### src/rtl/bullet_wave_scheduler_pkg.sv
// bullet_pkg: shared state encoding, wave enable masks and counter widths for the bullet wave scheduler.
package bullet_pkg;
    typedef enum logic [2:0] {IDLE, ARM, RUN, HIT_PAUSE, GAP, DONE} state_t;
    localparam int HIT_W = 4;
    localparam int CNT_W = 8;
    localparam logic [3:0] WAVE_MASK [0:7] = '{4'b0001, 4'b0010, 4'b0011, 4'b1111,
                                              4'b1111, 4'b1111, 4'b1111, 4'b1111};
endpackage

### src/rtl/bullet_wave_scheduler_tick_divider.sv
// tick_divider: one-cycle tick every TICK_DIV clocks; clr restarts the count so a tick lands TICK_DIV cycles later.
module tick_divider #(
    parameter int TICK_DIV = 50_000_000
) (
    input  logic CLOCK_50,
    input  logic resetn,
    input  logic clr,
    output logic tick
);
    localparam int W = TICK_DIV > 1 ? $clog2(TICK_DIV) : 1;
    logic [W-1:0] tick_cnt;
    assign tick = tick_cnt == W'(TICK_DIV - 1);
    always_ff @(posedge CLOCK_50 or negedge resetn) begin
        if (!resetn) tick_cnt <= '0;
        else tick_cnt <= (clr || tick) ? '0 : tick_cnt + 1'b1;
    end
endmodule

### src/rtl/bullet_wave_scheduler.sv
// bullet_wave_scheduler: steps generator enables through timed waves and pauses them after player hits.
// Define HIT_LIMIT_EN to end the phase with failed=1 once hit_count reaches MAX_HITS.
module bullet_wave_scheduler
    import bullet_pkg::*;
#(
    parameter int NUM_GEN         = 4,
    parameter int NUM_WAVES       = 4,
    parameter int TICK_DIV        = 50_000_000,
    parameter int WAVE_TICKS      = 8,
    parameter int GAP_TICKS       = 1,
    parameter int HIT_PAUSE_TICKS = 2,
    parameter int MAX_HITS        = 3
) (
    input  logic               CLOCK_50,
    input  logic               resetn,
    input  logic               start,
    input  logic               abort,
    input  logic               player_collision,
    output logic [NUM_GEN-1:0] gen_enable,
    output logic [2:0]         wave_idx,
    output logic               busy,
    output logic               hit_pause,
    output logic [HIT_W-1:0]   hit_count,
    output logic               done,
    output logic               failed
);
    state_t state, nxt;
    logic [CNT_W-1:0] wave_left, left;
    logic [HIT_W-1:0] hit_inc;
    logic coll_d, tick, hit, limit, last, restart;

    tick_divider #(.TICK_DIV(TICK_DIV)) u_tick (
        .CLOCK_50(CLOCK_50),
        .resetn(resetn),
        .clr(nxt != state),
        .tick(tick)
    );

    assign hit     = player_collision & ~coll_d;
    assign hit_inc = hit_count == '1 ? hit_count : hit_count + 1'b1;
    assign last    = wave_idx == 3'(NUM_WAVES - 1);
    assign restart = nxt == ARM && (state == IDLE || state == DONE);

    always_comb begin
        nxt = state;
        if (abort) nxt = IDLE;
        else begin
            case (state)
                IDLE, DONE: nxt = start ? ARM : state;
                ARM:        nxt = RUN;
                RUN:        nxt = hit ? (limit ? DONE : HIT_PAUSE)
                                      : (tick && wave_left == CNT_W'(1)) ? (last ? DONE : GAP) : RUN;
                HIT_PAUSE:  nxt = (tick && left == CNT_W'(1)) ? RUN : HIT_PAUSE;
                GAP:        nxt = (GAP_TICKS == 0 || (tick && left == CNT_W'(1))) ? ARM : GAP;
                default:    nxt = IDLE;
            endcase
        end
    end

    // Outputs are decoded from nxt so they move on the same edge as the state.
    always_ff @(posedge CLOCK_50 or negedge resetn) begin
        if (!resetn) begin
            state      <= IDLE;
            coll_d     <= 1'b0;
            wave_left  <= '0;
            left       <= '0;
            wave_idx   <= '0;
            hit_count  <= '0;
            gen_enable <= '0;
            busy       <= 1'b0;
            hit_pause  <= 1'b0;
            done       <= 1'b0;
        end else begin
            state  <= nxt;
            coll_d <= player_collision;
            if (restart) wave_idx <= '0;
            else if (state == GAP && nxt == ARM) wave_idx <= wave_idx + 1'b1;
            if (restart) hit_count <= '0;
            else if (state == RUN && hit && !abort) hit_count <= hit_inc;
            if (state == ARM) wave_left <= CNT_W'(WAVE_TICKS);
            else if (state == RUN && nxt == RUN && tick) wave_left <= wave_left - 1'b1;
            left <= (state == RUN && nxt == HIT_PAUSE) ? CNT_W'(HIT_PAUSE_TICKS)
                  : (state == RUN && nxt == GAP) ? CNT_W'(GAP_TICKS)
                  : ((state == HIT_PAUSE || state == GAP) && tick) ? left - 1'b1 : left;
            gen_enable <= nxt == RUN ? NUM_GEN'(WAVE_MASK[wave_idx]) : '0;
            busy       <= nxt inside {ARM, RUN, HIT_PAUSE, GAP};
            hit_pause  <= nxt == HIT_PAUSE;
            done       <= nxt == DONE;
        end
    end

`ifdef HIT_LIMIT_EN
    assign limit = hit_inc == HIT_W'(MAX_HITS);
    always_ff @(posedge CLOCK_50 or negedge resetn) begin
        if (!resetn) failed <= 1'b0;
        else if (restart) failed <= 1'b0;
        else if (state == RUN && nxt == DONE && hit) failed <= 1'b1;
    end
`else
    assign limit  = 1'b0 & (hit_inc == HIT_W'(MAX_HITS));
    assign failed = 1'b0;
`endif
endmodule

### config.mk
export PLATFORM = sky130hd
export DESIGN_NAME = bullet_wave_scheduler
export DESIGN_NICKNAME = d
export VERILOG_FILES = /design/src/rtl/bullet_wave_scheduler_pkg.sv /design/src/rtl/bullet_wave_scheduler_tick_divider.sv /design/src/rtl/bullet_wave_scheduler.sv
export SDC_FILE = /design/constraint.sdc
export NUM_CORES = 1
export LEC_CHECK = 0
export BUFFER_PORTS_ARGS = -buffer_cell sky130_fd_sc_hd__buf_2
export CORE_UTILIZATION = 60
export DETAILED_ROUTE_END_ITERATION = 12
export GPL_TIMING_DRIVEN = 1
export PLACE_DENSITY = 0.88
export SETUP_SLACK_MARGIN = 0.2
export SKIP_CTS_REPAIR_TIMING = 1
export SYNTH_ARGS = -nofsm -noshare
export SYNTH_HDL_FRONTEND = slang
export SYNTH_SLANG_ARGS = --single-unit
### constraint.sdc
create_clock -name CLOCK_50 -period 5.3 [get_ports CLOCK_50]
set_input_delay 0.53 -clock CLOCK_50 [delete_from_list [all_inputs] [get_ports CLOCK_50]]
set_output_delay 0.53 -clock CLOCK_50 [all_outputs]
set_load 0.05 [all_outputs]
**Word level (Yosys, flattened, before mapping)**

Memory sizes are Yosys's and may differ from the RTL's.
Index checks and enable logic that the tools add are counted.

- $add $sub $neg: 5
- $mul: 0
- Div/mod/pow operators: 0
- Order comparisons: 1
- Eq/ne operators: 17
- Shifts and indexed selects: 0
- Mux-type cells: 22
- Bitwise logic cells: 3
- Reductions and logical operators: 23

Operators with widths:

| kind | count |
|---|---|
| 2-to-1 mux 8 bit | 5 |
| adder 26 x 1 -> 26 bit, second input constant | 1 |
| equality test 26 bit, second input constant | 1 |
| 2-to-1 mux 26 bit | 1 |
| 2-to-1 mux 4 bit | 6 |
| 2-to-1 mux 3 bit | 7 |
| equality test 8 x 1 -> 1 bit, second input constant | 2 |
| subtractor 8 x 1 -> 8 bit, second input constant | 2 |
| equality test 3 x 2 -> 1 bit, second input constant | 5 |
| case mux 3 bit (5 select lines) | 1 |
| equality test 3 bit, second input constant | 4 |
| logical AND 1 bit | 11 |
| equality test 3 x 1 -> 1 bit, second input constant | 2 |
| nonzero test 2 bit | 3 |
| adder 4 x 1 -> 4 bit, second input constant | 1 |
| equality test 4 bit, second input constant | 1 |
| >= comparator 4 bit, second input constant | 1 |
| inverter 3 -> 4 bit | 1 |
| nonzero test 4 bit | 1 |
| adder 3 x 1 -> 3 bit, second input constant | 1 |
| logical NOT 3 bit | 1 |
| logical OR 1 bit | 3 |
| != test 3 bit | 1 |
| nonzero test 3 bit | 1 |
| other kinds (7) | 8 |

- Bits in registers: 60
- Bits in latches: 0
- RAM bits: 0
- Memory bits (read-only): 32
- Bits of input ports: 5
- Logic and storage cells: 83
- Memories kept: 1

Memories:

| name | words | width | read ports | clocked after memory_dff | wr ports | line | RTL |
|---|---|---|---|---|---|---|---|
| (no name shown) | 8 | 4 | 1 | 0 | 0 | bullet_wave_scheduler.sv:85 | `gen_enable <= nxt == RUN ? NUM_GEN'(WAVE_MASK[wave_idx]) : '0;` |

**Longest topological paths before layout**

- Word-level depth: 11
- Gate-level depth with buffers: 11

**Cells and area by module**

A second synthesis with hierarchy kept.

- Cell total of the unflattened synthesis: 349
- Area total of the unflattened synthesis: 3,422.0 um2

Modules (own cells, without submodules):

| module | instances | cells each | area each (um2) |
|---|---|---|---|
| bullet_wave_scheduler | 1 | 205 | 2,037.0 |
| tick_divider | 1 | 144 | 1,385.1 |

**Worst setup path after synthesis**

OpenSTA, ideal clock, no wires.

- Kind: reg-to-reg
- From: reg u_tick.tick_cnt[0]
- To: reg u_tick.tick_cnt[10]
- Setup time: 0.121 ns
- Arrival time: 3.026 ns
- Slack: 2.152 ns
- Cell stages (with the launch flop): 11
- Path buffers: 2
- Path through: dfrtp_1 -> ha_1 -> nand3_1 -> or4_4 -> or4_4 -> a211o_1 -> buf_6 -> o21ai_4 -> mux2i_2 -> buf_2 -> nor2_1

- Longest elaborated chain between the ends: 9
- Elaborated cells on any way between the ends: 13
- Classes of those cells: add/sub: 1; eq/ne: 2; mux: 7; reduce/logical: 3

RTL lines:

| item | line | RTL |
|---|---|---|
| from (decl) | bullet_wave_scheduler_tick_divider.sv:11 | `logic [W-1:0] tick_cnt;` |
| from (signal assigned) | bullet_wave_scheduler_tick_divider.sv:15 | `else tick_cnt <= (clr \|\| tick) ? '0 : tick_cnt + 1'b1;` |
| equality test 26 bit | bullet_wave_scheduler_tick_divider.sv:12 | `assign tick = tick_cnt == W'(TICK_DIV - 1);` |
| logical AND 1 bit | bullet_wave_scheduler.sv:52 | `: (tick && wave_left == CNT_W'(1)) ? (last ? DONE : GAP) : RUN;` |
| 2-to-1 mux 3 bit | bullet_wave_scheduler.sv:52 |  |
| 2-to-1 mux 3 bit | bullet_wave_scheduler.sv:51 | `RUN: nxt = hit ? (limit ? DONE : HIT_PAUSE)` |
| case mux 3 bit (5 select lines) | bullet_wave_scheduler.sv:48 | `case (state)` |
| 2-to-1 mux 3 bit | bullet_wave_scheduler.sv:46 | `if (abort) nxt = IDLE;` |
| != test 3 bit | bullet_wave_scheduler.sv:35 | `.clr(nxt != state),` |
| logical OR 1 bit | bullet_wave_scheduler_tick_divider.sv:15 |  |
| 2-to-1 mux 26 bit (*) | bullet_wave_scheduler_tick_divider.sv:15 |  |

Mark *: on every way between the ends. The rest lies on a longest branch, timed or not.
A chain may end at the register's enable or synchronous reset.

**Worst setup path after layout**

- From: reg u_tick.tick_cnt[0]
- To: reg u_tick.tick_cnt[6]

Same word-level chain as after synthesis.

==> reports/qor.csv <==
stage;metric;value;unit
route;dr.pass1.iters;4;
layout;final_util;68.6;%
global_routing;grt_pass1_vias;2352;
clock_network;htreeDepth;3;
global_routing;grt_max_degree;60;
placed_design;dp_cells;436;
floorplan;core-area;5170;um^2
route;vias_per_cell;5.61;
route;routedWlPerCell;14.0;um
setup_path;cp_max_fo;26;
run_status;outcome;complete, no violations;
sta;finalSetupViolCount;0;
layout;drive_gt1_share;11.8;%
synthesis;synth.distinct_cells;43;
floorplan;die_area;5700;um^2
floorplan;die_y;75.5;um
layout;mostFrequentLayoutCells;62 x nor2_1, 59 x dfrtp_1, 33 x nand2_1;
sta;whs;305;ps
clock_network;insertion_delay;340;ps
route;drc;0;
synthesis;synthesis.nets;375;
floorplan;fp.dieW;75.5;um
synthesis;async_flop_share;100;%
setup_path;worst_ep_required_time;5520;ps
global_routing;grt_use_total;25.4;%
placed_design;post_dp_cell_area;3380;um^2
sta;slew_headroom;51.3;%
layout;areaGrowthSynthToFinish;9.34;%
sta;period_minus_slack;3400;ps
route;num_vias;2532;
route;drtIter0Drc;210;
placed_design;place.gp.congestion;0.911;
sta;layout_setup_ws;1900;ps
sta;worstMarginPinSlew;721;ps
setup_path;worst-setup-path-type;register to register;
synthesis;ys.warnings.count;0;
floorplan;rows;26;
synthesis;synth.avg_cell_area;9.03;um^2
synthesis;synth_seq_area_share;45.5;%
pwr;leakage;1.65;nW
layout;fin_area;3550;um^2
sta;max_freq;295;MHz
pwr;vdd_drop_max;0.204;mV
layout;final_common_cell;nor2_1;
global_routing;grt_pass1_wl;10700;um
layout;nFillCells;403;
clock_network;clkTransAtPathRegs;60;ps
layout;multiInputGateArea;1650;um^2
flow_run;cap_violations;0;
clock_network;cts_buffers;9;
sta;post-route-period-util;64.1;%
layout;layout.cells.non_filler;451;
sta;setup-tns-final;0;ps
synthesis;synth_area_leaders;dfrtp_1 46%, nor2_1 7.2%, xnor2_1 5.4%;
setup_path;crit_arrival;3620;ps
sta;finalHoldViolations;0;
placed_design;portBuffers;18;
layout;nets;393;
route;ant_nets;0;
clock_network;cts.path.max_buffers;2;
placed_design;hpwl;4360;um
sta;grt_setup_unrepaired;no;
clock_network;cts_tree;done;
floorplan;io_pins;20;
hold_path;worstHoldPathType;primary input to register;
layout;antenna_cells;0;
sta;finClkSkew;4.03;ps
floorplan;start_util;62.7;%
synthesis;syn-cell-area;3240;um^2
sta;drv_slew;0;
layout;area.sequential;1480;um^2
setup_path;start_kind;register;
global_routing;overflow;0;
synthesis;synth_edf_count;0;
synthesis;yosysTopAreaCellShare;45.5;%
clock_network;root_buffer;clkbuf_8;
placed_design;preCtsSetupSlack;1910;ps
global_routing;antenna_found_initial;0;
route;wl;6310;um
synthesis;ys_ff_latch;59;
clock_network;cts.sinks;59;
pwr;p_per_area;273;nW/um^2
synthesis;synth-main-ff-cell;dfrtp_1;
setup_path;cp-end-kind;register;
synthesis;synth_area_leader_cell;dfrtp_1;
synthesis;synth_cells;359;
pwr;p_total;968;uW
==> per-layer routing <==
metal / track usage (%) / wire length (um)
met1: 33.8 / 2900
met5: 0 / 0
met4: 8.44 / 82
met2: 39.5 / 3030
met3: 8.20 / 291
==> report_power, final <==
group	switching, mW	internal, mW
clock	0.173	0.176
sequential	0.0286	0.479
combinational	0.0717	0.0399
total	0.273	0.695
==> cells by family (layout without fill, tap and decap cells) <==
logic type | after synthesis | after routing | share of synthesized area (%)
and+or+nand+nor | 191 | 191 | 28.9
DFF | 59 | 59 | 45.5
xor gates and xnor gates | 37 | 37 | 9.99
buffers and inverters | 29 | 51 | 3.90
AOI/OAI and AO/OA | 23 | 23 | 4.71
adders and majority gates | 11 | 11 | 4.24
muxes | 8 | 8 | 2.66
other | 1 | 1 | 0.116
==> synth_stat cells, types with 2 or more instances <==
| master | number |
|---|---|
| nand2_1 | 33 |
| or2_2 | 2 |
| nand3_1 | 30 |
| a211oi_1 | 2 |
| nand3b_1 | 2 |
| buf_2 | 2 |
| o31ai_1 | 2 |
| nor3_1 | 15 |
| nor2b_1 | 3 |
| mux2_2 | 2 |
| or3_1 | 11 |
| inv_1 | 15 |
| nor3b_1 | 3 |
| xor2_1 | 17 |
| xnor2_1 | 20 |
| nor4_1 | 7 |
| a21oi_1 | 8 |
| ha_1 | 11 |
| buf_4 | 2 |
| clkbuf_1 | 8 |
| dfrtp_1 | 59 |
| mux2i_1 | 5 |
| or4_4 | 2 |
| and3_1 | 2 |
| nand4_1 | 9 |
| nor2_1 | 62 |
| nor4b_1 | 2 |
| o21ai_0 | 4 |
| a21o_1 | 2 |
| nand2b_1 | 2 |
| and4_1 | 3 |
==> worst paths after layout <==
| check | slack [ps] | depth (start not counted) | to | start |
|---|---|---|---|---|
| worst max-delay path | 1900 | 9 | u_tick.tick_cnt[6] | u_tick.tick_cnt[0] |
| worst min-delay path | 310 | 1 | coll_d | player_collision |
| worst max register to register | 1900 | 9 | u_tick.tick_cnt[6] | u_tick.tick_cnt[0] |
| worst min register to register | 500 | 1 | wave_left[4] | wave_left[4] |
| max in group asynchronous | 4480 | 2 | u_tick.tick_cnt[25] | resetn |
| min in group asynchronous | 330 | 2 | u_tick.tick_cnt[21] | resetn |
==> flip-flops by register name, summed over array words and instances, names as in the netlist, 3 cells and up <==
register and count:
gen_enable 3, wave_idx 3, left 8, hit_count 4
u_tick.tick_cnt 26, state 3, wave_left 8
==> cell type report <==
| cell class | count | share of cell area (%) |
|---|---|---|
| multi-input cells | 271 | 46.4 |
| flip-flops and latches | 59 | 41.6 |
| clock buffers | 10 | 3.88 |
| repair buffers | 21 | 3.18 |
| well taps | 70 | 2.47 |
| inverters | 15 | 1.59 |
| clock inverters | 5 | 0.847 |
==> worst max-delay path, stage by stage (launching register included) <==
cell,delay [ps]
dfrtp_1,380
ha_1,220
nand3_1,150
or4_4,600
or4_4,540
a211o_1,420
o21ai_4,290
mux2i_2,250
buf_4,310
nor2_1,100
No activity file was read; power rests on OpenSTA's default activity.
